<file path="config.mk">
export PLATFORM = sky130hd
export DESIGN_NAME = hall_call_dispatcher
export DESIGN_NICKNAME = d
export VERILOG_FILES = /design/src/rtl/lift_dispatch_pkg.sv /design/src/rtl/dispatch_cost_calc.sv /design/src/rtl/hall_call_dispatcher.sv
export SDC_FILE = /design/constraint.sdc
export NUM_CORES = 1
export LEC_CHECK = 0
export BUFFER_PORTS_ARGS = -buffer_cell sky130_fd_sc_hd__buf_2
export CAP_MARGIN = 20
export CORE_AREA = 2 2 211 213
export CTS_CLUSTER_DIAMETER = 30
export CTS_CLUSTER_SIZE = 20
export DETAILED_ROUTE_END_ITERATION = 12
export DIE_AREA = 0 0 213 215
export PLACE_DENSITY = 0.76
export SLEW_MARGIN = 0
export SYNTH_ARGS = -nofsm -noshare
export SYNTH_HDL_FRONTEND = slang
export SYNTH_HIERARCHICAL = 1
export SYNTH_SLANG_ARGS = --single-unit
</file>
<file path="constraint.sdc">
create_clock -name clk -period 6 [get_ports clk]
set_input_delay 0.3 -clock clk [delete_from_list [all_inputs] [get_ports clk]]
set_output_delay 0.3 -clock clk [all_outputs]
set_load 0.01 [all_outputs]
</file>
<file path="src/rtl/lift_dispatch_pkg.sv">
// Shared types and helpers for the hall-call dispatcher.
//   disp_state_e  : search FSM states
//   index_width   : $clog2 with a 1-bit floor for degenerate counts
//   floor_width   : bits needed to hold a floor number
//   cost_width    : bits needed to hold a cost (distance + direction penalty)
//   onehot_to_idx : encodes a one-hot floor_sense vector (up to MAX_FLOORS)
package lift_dispatch_pkg;

  typedef enum logic [1:0] {
    ST_IDLE   = 2'd0,
    ST_SELECT = 2'd1,
    ST_EVAL   = 2'd2,
    ST_COMMIT = 2'd3
  } disp_state_e;

  localparam int DEF_N_FLOORS = 12;
  localparam int DEF_N_LIFTS  = 10;
  localparam int MAX_FLOORS   = 64;
  localparam int IDX_W        = $clog2(MAX_FLOORS);

  function automatic int index_width(input int n);
    return (n > 1) ? $clog2(n) : 1;
  endfunction

  function automatic int floor_width(input int n_floors);
    return index_width(n_floors);
  endfunction

  // Worst-case cost is (n_floors-1) + n_floors, which always fits here.
  function automatic int cost_width(input int n_floors);
    return index_width(2 * n_floors);
  endfunction

  function automatic logic [IDX_W-1:0] onehot_to_idx(input logic [MAX_FLOORS-1:0] onehot);
    logic [IDX_W-1:0] idx;
    idx = '0;
    for (int i = 0; i < MAX_FLOORS; i++) begin
      if (onehot[i]) idx = idx | IDX_W'(i);
    end
    return idx;
  endfunction

endpackage

</file>
<file path="src/rtl/dispatch_cost_calc.sv">
// Combinational nearest-car cost of one lift for one hall call.
//   i_last_floor : last floor the car was seen at
//   i_motion     : car is moving
//   i_direction  : 1 = car travelling up, 0 = down
//   i_call_floor : floor of the hall call
//   i_call_up    : 1 = up call, 0 = down call
//   o_cost       : |last_floor - call_floor|, plus N_FLOORS when a moving
//                  car is heading away or would pass the floor the wrong way
module dispatch_cost_calc
  import lift_dispatch_pkg::*;
#(
  parameter  int N_FLOORS = DEF_N_FLOORS,
  localparam int FLOOR_W  = floor_width(N_FLOORS),
  localparam int COST_W   = cost_width(N_FLOORS)
) (
  input  logic [FLOOR_W-1:0] i_last_floor,
  input  logic               i_motion,
  input  logic               i_direction,
  input  logic [FLOOR_W-1:0] i_call_floor,
  input  logic               i_call_up,
  output logic [COST_W-1:0]  o_cost
);

  logic [FLOOR_W-1:0] w_dist;
  logic               w_away;
  logic               w_penalty;

  always_comb begin
    w_dist = (i_last_floor >= i_call_floor) ? (i_last_floor - i_call_floor)
                                            : (i_call_floor - i_last_floor);
    w_away = i_direction ? (i_last_floor > i_call_floor)
                         : (i_last_floor < i_call_floor);
    // A car approaching the floor against the call direction cannot stop
    // usefully for it, so it is penalised just like a car heading away.
    w_penalty = i_motion & (w_away | (i_direction != i_call_up));
    o_cost    = COST_W'(w_dist) + (w_penalty ? COST_W'(N_FLOORS) : '0);
  end

endmodule

</file>
<file path="src/rtl/hall_call_dispatcher.sv">
// Group dispatcher for a lift bank: latches hall calls, assigns each pending
// call to one car by a sequential nearest-car search, clears calls on service.
//   clk, reset            : clock, asynchronous active-low reset
//   up_rqst, dn_rqst      : hall buttons, one bit per floor
//   floor_sense           : per-car one-hot position (zero between floors)
//   direction/motion/door_open : per-car status
//   up_assign, dn_assign  : per-car assigned calls
//   global_*_rqst_status  : pending calls (hall lamps)
//   busy                  : search in progress
module hall_call_dispatcher
  import lift_dispatch_pkg::*;
#(
  parameter int N_FLOORS = DEF_N_FLOORS,
  parameter int N_LIFTS  = DEF_N_LIFTS
) (
  input  logic                               clk,
  input  logic                               reset,
  input  logic [N_FLOORS-1:0]                up_rqst,
  input  logic [N_FLOORS-1:0]                dn_rqst,
  input  logic [N_LIFTS-1:0][N_FLOORS-1:0]   floor_sense,
  input  logic [N_LIFTS-1:0]                 direction,
  input  logic [N_LIFTS-1:0]                 motion,
  input  logic [N_LIFTS-1:0]                 door_open,
  output logic [N_LIFTS-1:0][N_FLOORS-1:0]   up_assign,
  output logic [N_LIFTS-1:0][N_FLOORS-1:0]   dn_assign,
  output logic [N_FLOORS-1:0]                global_up_rqst_status,
  output logic [N_FLOORS-1:0]                global_dn_rqst_status,
  output logic                               busy
);

  localparam int FLOOR_W = floor_width(N_FLOORS);
  localparam int COST_W  = cost_width(N_FLOORS);
  localparam int LIFT_W  = index_width(N_LIFTS);
  localparam int N_SLOTS = 2 * N_FLOORS;
  localparam int SLOT_W  = index_width(N_SLOTS);

  // No up button on the top floor, no down button on the bottom floor.
  localparam logic [N_FLOORS-1:0] UP_MASK = {1'b0, {(N_FLOORS-1){1'b1}}};
  localparam logic [N_FLOORS-1:0] DN_MASK = {{(N_FLOORS-1){1'b1}}, 1'b0};

  logic [N_FLOORS-1:0]                r_pending_up, r_pending_dn;
  logic [N_LIFTS-1:0][N_FLOORS-1:0]   r_up_assign, r_dn_assign;
  logic [N_LIFTS-1:0][FLOOR_W-1:0]    r_last_floor;
  disp_state_e                        r_state;
  logic [SLOT_W-1:0]                  r_scan_ptr, r_slot;
  logic [LIFT_W-1:0]                  r_lift_idx, r_best_lift;
  logic [COST_W-1:0]                  r_best_cost;

  logic [N_FLOORS-1:0]                w_serve_up, w_serve_dn;
  logic [N_FLOORS-1:0]                w_held_up, w_held_dn;
  logic [N_SLOTS-1:0]                 w_unassigned;
  logic [N_LIFTS-1:0][FLOOR_W-1:0]    w_enc_floor;
  logic                               w_found;
  logic [SLOT_W-1:0]                  w_pick, w_ptr_next;
  logic                               w_call_up, w_call_pending;
  logic [FLOOR_W-1:0]                 w_call_floor;
  logic [COST_W-1:0]                  w_cost;
  logic [N_LIFTS-1:0][N_FLOORS-1:0]   w_up_set, w_dn_set;

  // Service detection and per-floor "some car already holds it" summaries.
  always_comb begin
    // NOTE: every always_comb output gets a default first so no path can
    // leave it unassigned and infer a latch.
    w_serve_up = '0;
    w_serve_dn = '0;
    w_held_up  = '0;
    w_held_dn  = '0;
    for (int l = 0; l < N_LIFTS; l++) begin
      if (door_open[l]) begin
        if (direction[l]) w_serve_up = w_serve_up | floor_sense[l];
        else              w_serve_dn = w_serve_dn | floor_sense[l];
      end
      w_held_up = w_held_up | r_up_assign[l];
      w_held_dn = w_held_dn | r_dn_assign[l];
      w_enc_floor[l] = FLOOR_W'(onehot_to_idx(MAX_FLOORS'(floor_sense[l])));
    end
  end

  // Slot space: up floors in the low half, down floors in the high half.
  assign w_unassigned = {r_pending_dn & ~w_held_dn, r_pending_up & ~w_held_up};

  // Round-robin: first unassigned slot at or after the scan pointer.
  always_comb begin
    int s;
    w_found = 1'b0;
    w_pick  = '0;
    for (int i = 0; i < N_SLOTS; i++) begin
      s = int'(r_scan_ptr) + i;
      if (s >= N_SLOTS) s = s - N_SLOTS;
      if (!w_found && w_unassigned[s]) begin
        w_found = 1'b1;
        w_pick  = SLOT_W'(s);
      end
    end
    w_ptr_next = (w_pick == SLOT_W'(N_SLOTS - 1)) ? '0 : w_pick + SLOT_W'(1);
  end

  always_comb begin
    if (r_slot < SLOT_W'(N_FLOORS)) begin
      w_call_up    = 1'b1;
      w_call_floor = FLOOR_W'(r_slot);
    end else begin
      w_call_up    = 1'b0;
      w_call_floor = FLOOR_W'(r_slot - SLOT_W'(N_FLOORS));
    end
    w_call_pending = w_call_up ? r_pending_up[w_call_floor] : r_pending_dn[w_call_floor];
  end

  // One cost unit, time-shared across cars by the EVAL lift index.
  dispatch_cost_calc #(.N_FLOORS(N_FLOORS)) u_cost (
    .i_last_floor (r_last_floor[r_lift_idx]),
    .i_motion     (motion[r_lift_idx]),
    .i_direction  (direction[r_lift_idx]),
    .i_call_floor (w_call_floor),
    .i_call_up    (w_call_up),
    .o_cost       (w_cost)
  );

  // The slot may have been served during EVAL; only a still-pending call
  // is committed, so no stale assignment appears.
  always_comb begin
    w_up_set = '0;
    w_dn_set = '0;
    if (r_state == ST_COMMIT && w_call_pending) begin
      if (w_call_up) w_up_set[r_best_lift][w_call_floor] = 1'b1;
      else           w_dn_set[r_best_lift][w_call_floor] = 1'b1;
    end
  end

  // Call bookkeeping. Service is applied last so it wins over a same-cycle
  // button press or commit.
  always_ff @(posedge clk or negedge reset) begin
    if (!reset) begin
      // NOTE: the assignment and pending arrays are reset explicitly because
      // they drive the outputs and the search; they are flops, not a RAM.
      r_pending_up <= '0;
      r_pending_dn <= '0;
      r_up_assign  <= '0;
      r_dn_assign  <= '0;
      r_last_floor <= '0;
    end else begin
      // NOTE: non-blocking assignments throughout sequential logic so every
      // register samples the pre-edge values of the others.
      r_pending_up <= (r_pending_up | (up_rqst & UP_MASK)) & ~w_serve_up;
      r_pending_dn <= (r_pending_dn | (dn_rqst & DN_MASK)) & ~w_serve_dn;
      for (int l = 0; l < N_LIFTS; l++) begin
        r_up_assign[l] <= (r_up_assign[l] | w_up_set[l]) & ~w_serve_up;
        r_dn_assign[l] <= (r_dn_assign[l] | w_dn_set[l]) & ~w_serve_dn;
        if (|floor_sense[l]) r_last_floor[l] <= w_enc_floor[l];
      end
    end
  end

  // Search FSM: IDLE -> SELECT -> EVAL (one car per cycle) -> COMMIT.
  always_ff @(posedge clk or negedge reset) begin
    if (!reset) begin
      r_state     <= ST_IDLE;
      r_scan_ptr  <= '0;
      r_slot      <= '0;
      r_lift_idx  <= '0;
      r_best_lift <= '0;
      r_best_cost <= '0;
    end else begin
      case (r_state)
        ST_IDLE: begin
          if (|w_unassigned) r_state <= ST_SELECT;
        end
        ST_SELECT: begin
          if (w_found) begin
            r_slot      <= w_pick;
            r_scan_ptr  <= w_ptr_next;
            r_lift_idx  <= '0;
            r_best_lift <= '0;
            r_best_cost <= '1;
            r_state     <= ST_EVAL;
          end else begin
            r_state <= ST_IDLE;
          end
        end
        ST_EVAL: begin
          // Strictly-less keeps the lowest-indexed car on a tie.
          if (w_cost < r_best_cost) begin
            r_best_cost <= w_cost;
            r_best_lift <= r_lift_idx;
          end
          if (r_lift_idx == LIFT_W'(N_LIFTS - 1)) r_state <= ST_COMMIT;
          else                                    r_lift_idx <= r_lift_idx + LIFT_W'(1);
        end
        ST_COMMIT: r_state <= ST_IDLE;
        default:   r_state <= ST_IDLE;
      endcase
    end
  end

  assign up_assign             = r_up_assign;
  assign dn_assign             = r_dn_assign;
  assign global_up_rqst_status = r_pending_up;
  assign global_dn_rqst_status = r_pending_dn;
  assign busy                  = (r_state != ST_IDLE);

endmodule

</file>
# Word level (Yosys, flattened, before mapping)
# Cells that the tools add are included.
# W data, S select, Z words.
word_totals:
  register_bits: 329
  latchBits: 0
  ram_bits: 0
  mem_bits_ro: 0
  inputBits: 176
  output_inout_bits: 265
  wordCells: 646
  mem_count: 0
op_classes:
  add_sub_neg: 53
  n_mul: 0
  div_mod_pow: 0
  n_lt_le_gt_ge: 58
  eq_ne: 11
  n_shift: 0
  muxes: 331
  bitwise_logic: 88
  reduce_logical: 67
ops:
  columns: ["operator", "n"]
  rows:
  - ["$lt A32 B7 Y1 const B", 24]
  - ["$mux W32", 24]
  - ["$or A12 B12 Y12", 57]
  - ["$mux W12", 41]
  - ["$mux W120", 4]
  - ["$and A12 B12 Y12", 24]
  - ["$mux W4", 47]
  - ["$sub A6 B5 Y7 const B", 23]
  - ["$ge A6 B5 Y1 const B", 23]
  - ["$mux W5", 27]
  - ["$bmux W1 S5", 24]
  - ["$mux W3", 40]
  - ["$reduce_or A12 Y1", 10]
  - ["$mux W1", 90]
  - ["$add A5 B4 Y6 const B", 8]
  - ["$add A5 B5 Y6 const B", 8]
  - ["$demux W12 S4", 1]
  - ["$not A12 Y12", 4]
  - ["$mux W2", 23]
  - ["$logic_and A1 B1 Y1", 26]
  - ["$add A5 B3 Y6 const B", 4]
  - ["$reduce_or A24 Y1", 1]
  - ["$logic_not A1 Y1", 23]
  - ["$bmux W1 S4", 4]
  - ["other kinds (34)", 48]

# Depth between registers and ports, before layout
logic_depth:
  word_depth: 86
  mapped_depth: 28
  depth_no_buf: 22

# By module
# The synthesis kept the hierarchy.
modules_own_cells:
  columns: ["mod", "instances", "cells_each", "area_per_inst_um2", "seq_area_each_um2"]
  rows:
  - ["hall_call_dispatcher", 1, 2456, 21165.3, 8232.9]
  - ["dispatch_cost_calc", 1, 43, 369.1, 0.0]

# Worst setup path before layout
# No wires, ideal clock.
synth_path:
  kind: "reg-to-reg"
  from: "reg r_scan_ptr[1]"
  to: "reg r_scan_ptr[3]"
  arrival_time_ps: 6164
  setup_slack_ps: -297
  path_stages_with_launch: 29
  path_cell_list: "dfrtp_1 -> clkbuf_2 -> clkinv_1 -> buf_2 -> buf_1 -> ha_1 -> buf_4 -> nor2b_1 -> or3_1 -> and2_1 -> ha_1 -> a211o_1 -> a311oi_1 -> a21o_2 -> nor2_2 -> a221oi_4 -> or3b_1 -> buf_2 -> or4_4 -> or4_1 -> buf_2 -> nand2b_4 -> nor2_4 -> or4b_1 -> o22a_1 -> ha_1 -> nand2_1 -> nor2b_1 -> o31ai_1"
synth_via:
  elab_chain_len: 77
  word_cells_on_any_way: 265
synth_rtl:
  columns: ["element", "line", "rtl"]
  rows:
  - ["from (decl)", "hall_call_dispatcher.sv:45", "logic [SLOT_W-1:0] r_scan_ptr, r_slot;"]
  - ["from (signal assigned)", "hall_call_dispatcher.sv:171", "r_scan_ptr <= w_ptr_next;"]
  - ["branches (longest 74 deep; another with $sub A6 B5 Y7)", null, null]
  - ["$mux W5 (*)", "hall_call_dispatcher.sv:90", "if (!w_found && w_unassigned[s]) begin"]
  - ["net w_pick[0]", "hall_call_dispatcher.sv:54", "logic [SLOT_W-1:0] w_pick, w_ptr_next;"]
  - ["$add A5 B1 Y5 or $eq A5 B5 Y1 (tied branches)", "hall_call_dispatcher.sv:95", "w_ptr_next = (w_pick == SLOT_W'(N_SLOTS - 1)) ? '0 : w_pick + SLOT_W'(1);"]
  - ["$mux W5 (*)", "hall_call_dispatcher.sv:95", null]
# Mark *: on every way through the listed nets, which the timed path passes. The select of a mux whose other input is x is not followed.
# A chain may end at the register's enable or synchronous reset.

# Final worst setup path
layout_path:
  from: "reg r_scan_ptr[3]"
  to: "reg r_best_cost[0]"
layout_via:
  elab_chain_len: 77
  word_cells_on_any_way: 239
layout_rtl:
  columns: ["element", "line", "rtl"]
  rows:
  - ["branches (longest 74 deep; another with $sub A6 B5 Y7)", null, null]
  - ["$mux W1 (*)", "hall_call_dispatcher.sv:90", null]
  - ["$ne A2 B2 Y1 (no line) (*)", null, null]
  - ["$reduce_and A3 Y1 (no line) (*)", null, null]
  - ["to (signal assigned)", "hall_call_dispatcher.sv:183", "r_best_cost <= w_cost;"]
  - ["to (decl)", "hall_call_dispatcher.sv:47", "logic [COST_W-1:0] r_best_cost;"]
# Every way passes the cells marked *. The select of a mux whose other input is x is not followed.

==> flow_metrics.env <==
export IMPL_status="completed"
export IMPL_ys_async_sr_fraction_pct=100
export IMPL_power_density_nw_per_um2=621
export IMPL_tns_ns=0
export IMPL_routed_via_density=7.29
export IMPL_syn_avg_cell_area_um2=8.62
export IMPL_layout_drive_gt1_share_pct=28.0
export IMPL_die_h_um=215
export IMPL_seq_power_share_pct=14.0
export IMPL_clkLatencyLatePin_ns=0.61
export IMPL_final_max_slew_viol_count=0
export IMPL_p_int_w=0.00923
export IMPL_ant_nets=0
export IMPL_pre_cts_ws_ns=0.292
export IMPL_dpl_hpwl_mm=89.2
export IMPL_pwr_share_clk_pct=22.9
export IMPL_finalWorstSetupSlack_ns=0.168
export IMPL_finalSetupViolCount=0
export IMPL_dieWidth_um=213
export IMPL_synth_cell_types=101
export IMPL_switching_share_pct=47.7
export IMPL_irDropWorstVdd_mv=0.421
export IMPL_areaGrowthSynthToFinish_pct=32.2
export IMPL_yosysSeqAreaShare_pct=38.2
export IMPL_ys_flop_type="dfrtp_1"
export IMPL_power_total_w=0.0177
export IMPL_cts_htree_levels=3
export IMPL_syn_nets=2735
export IMPL_critPathMaxFanout=16
export IMPL_endpoint_kind="flip-flop"
export IMPL_die_area_um2=45800
export IMPL_worst_pin_slew_ns=1.34
export IMPL_initial_core_util_pct=49.3
export IMPL_num_vias=27300
export IMPL_num_rows=77
export IMPL_clock_fmax_mhz=171
export IMPL_crit_type="reg2reg"
export IMPL_layout_area_seq_um2=8230
export IMPL_wirelength_mm=124
export IMPL_multi_input_area_um2=12600
export IMPL_rsz0062_at_grt="false"
export IMPL_synthCells=2499
export IMPL_slew_headroom_pct=10.5
export IMPL_clk_pin_slew_ns=0.05
export IMPL_gp_congestion=1.11
export IMPL_post_route_drc_count=0
export IMPL_grt_pass1_vias=26700
export IMPL_leakage_nw=13.1
export IMPL_reg2reg_slack_ns=0.17
export IMPL_min_path_type="in2reg"
export IMPL_antenna_found_initial=4
export IMPL_io_pins=441
export IMPL_finClkSkew_ns=0.0273
export IMPL_firstDrtPassIters=8
export IMPL_ys_seq_elements=329
export IMPL_coreArea_um2=43600
export IMPL_utilization_pct=65.2
export IMPL_required_ns=6.46
export IMPL_grt_pass1_wl_mm=177
export IMPL_maxCapViolations=0
export IMPL_p_comb_share_pct=63.2
export IMPL_cp_arrival_ns=6.29
export IMPL_cts_setup_buffers=0
export IMPL_timing_final_crit_share_pct=97.2
export IMPL_syn_area_um2=21500
export IMPL_grt_max_degree=127
export IMPL_layout_common_cells="buf_2, nor2_1, dfrtp_1"
export IMPL_cts_sinks=329
export IMPL_nFillCells=3351
export IMPL_grt_use_total_pct=52.9
export IMPL_cts_root_buffer="clkbuf_16"
export IMPL_io_buffers=438
export IMPL_cts_tree="built"
export IMPL_yosys_warnings=6
export IMPL_drt_iter0_markers=4674
export IMPL_cts_made_buffers=67
export IMPL_grt_overflow=0
export IMPL_critPathLaunchType="flip-flop"
export IMPL_clk_path_buf_depth=3
export IMPL_hold_viol=0
export IMPL_synth_edf_count=0
export IMPL_period_needed_ns=5.83
export IMPL_p_switching_w=0.00843
export IMPL_nNetsFinal=3337
export IMPL_avgRoutedWirePerCell_um=32.9
export IMPL_final_common_cell="buf_2"
==> cell usage after synthesis, types with 53 or more instances <==
master      n  share of area [%]
inv_1      73                1.3
a21oi_1   284                6.6
clkbuf_1  111                1.9
nand2_1   114                2.0
o21ai_0    79                1.8
nand3_1    83                1.9
nor3_1    124                2.9
ha_1       57                3.3
nor4_1     90                2.6
a22oi_1    98                3.4
nand4_1    76                2.2
dfrtp_1   329                 38
nor2_1    340                5.9
mux2i_1    53                2.5
==> per-stage QoR <==
step | instance area, um^2 | instances | hold slack, ns
3_3_place_gp | 25700 | 3595 | 0.361
2_1_floorplan | 21500 | 2499 | 0.00441
4_1_cts | 28300 | 3742 | 0.000252
3_5_place_dp | 25700 | 3596 | 0.375
6_report | 28500 | 3749 | 0.0237
5_1_grt | 28500 | 3748 | 0.0259
==> area by class of cell <==
cell class	count	share of cell area (%)
multi-input cells	1950	44.3
flip-flops and latches	329	28.9
repair buffers	672	14.6
clock buffers	84	6.62
well taps	592	2.60
clock inverters	39	1.89
inverters	81	1.07
diodes	2	0.0176
==> cell families (layout without fill, tap and decap cells) <==
logic type                 count (synthesis)  after routing  share of synthesized area (%)
AOI/OAI and AO/OA                        766            766                           23.4
xor gates and xnor gates                  38             38                           1.75
adders and majority gates                 60             60                           3.59
buffers and inverters                    220            876                           4.03
DFF                                      329            329                           38.2
muxes                                     95             95                           5.98
other                                      0              2                              0
and+or+nand+nor                          991            991                           23.0
==> power by group through the flow <==
stage	sequential, W	combinational (W)	clock, W
after floorplan	0.00242	0.00627	0
after global placement	0.00248	0.0103	0
after detailed placement	0.00249	0.0105	0
after CTS	0.00245	0.0106	0.00399
after global routing	0.00247	0.0117	0.00412
final	0.00247	0.0112	0.00404
==> flip-flops by register name, indices dropped and copies added (netlist names), named ones only <==
signal,flops
r_scan_ptr,5
dn_assign,120
r_best_lift,4
global_up_rqst_status,12
r_slot,5
global_dn_rqst_status,12
r_state,1
r_last_floor,40
r_lift_idx,4
up_assign,120
r_best_cost,5
==> path summary, 6_finish.rpt <==
check,from,to,cells after the start
worst max-delay path,r_scan_ptr[3],r_best_cost[0],22
worst min-delay path,floor_sense[81],r_last_floor[27],3
worst max register to register,r_scan_ptr[3],r_best_cost[0],22
worst min register to register,dn_assign[65],dn_assign[65],1
max in group asynchronous,reset,dn_assign[5],3
min in group asynchronous,reset,dn_assign[48],2
==> repair_timing <==
item	CTS	global route
gates resized for setup	0	9
hold buffers	23	0
endpoints found under the setup margin	0	6
endpoints found under the hold margin	114	0
==> routing by layer <==
| layer | part of all wire (%) | wire [um] | GRT usage [%] |
|---|---|---|---|
| met5 | 0.13 | 156 | 1.83 |
| met4 | 10 | 12500 | 41.5 |
| met1 | 34 | 41800 | 62.9 |
| met3 | 16 | 19400 | 22.8 |
| met2 | 40 | 49500 | 74.2 |
==> worst max-delay path, stage by stage, from the launching register on <==
cell and delay, ns:
dfrtp_1 0.42, inv_1 0.09, ha_1 0.26, nor2b_1 0.16, or3_1 0.32, and2_1 0.18, ha_1 0.19, a211o_1 0.32
o22ai_1 0.45, nor2_2 0.12, a221oi_4 0.30, or3b_1 0.44, or4_4 0.56, or4_1 0.48, buf_4 0.20, nand2b_4 0.15
buf_4 0.16, o21ai_4 0.14, buf_12 0.17, o31ai_2 0.16, buf_4 0.22, nor2_1 0.12, a21oi_1 0.07
(Power assumes the default switching activity.)
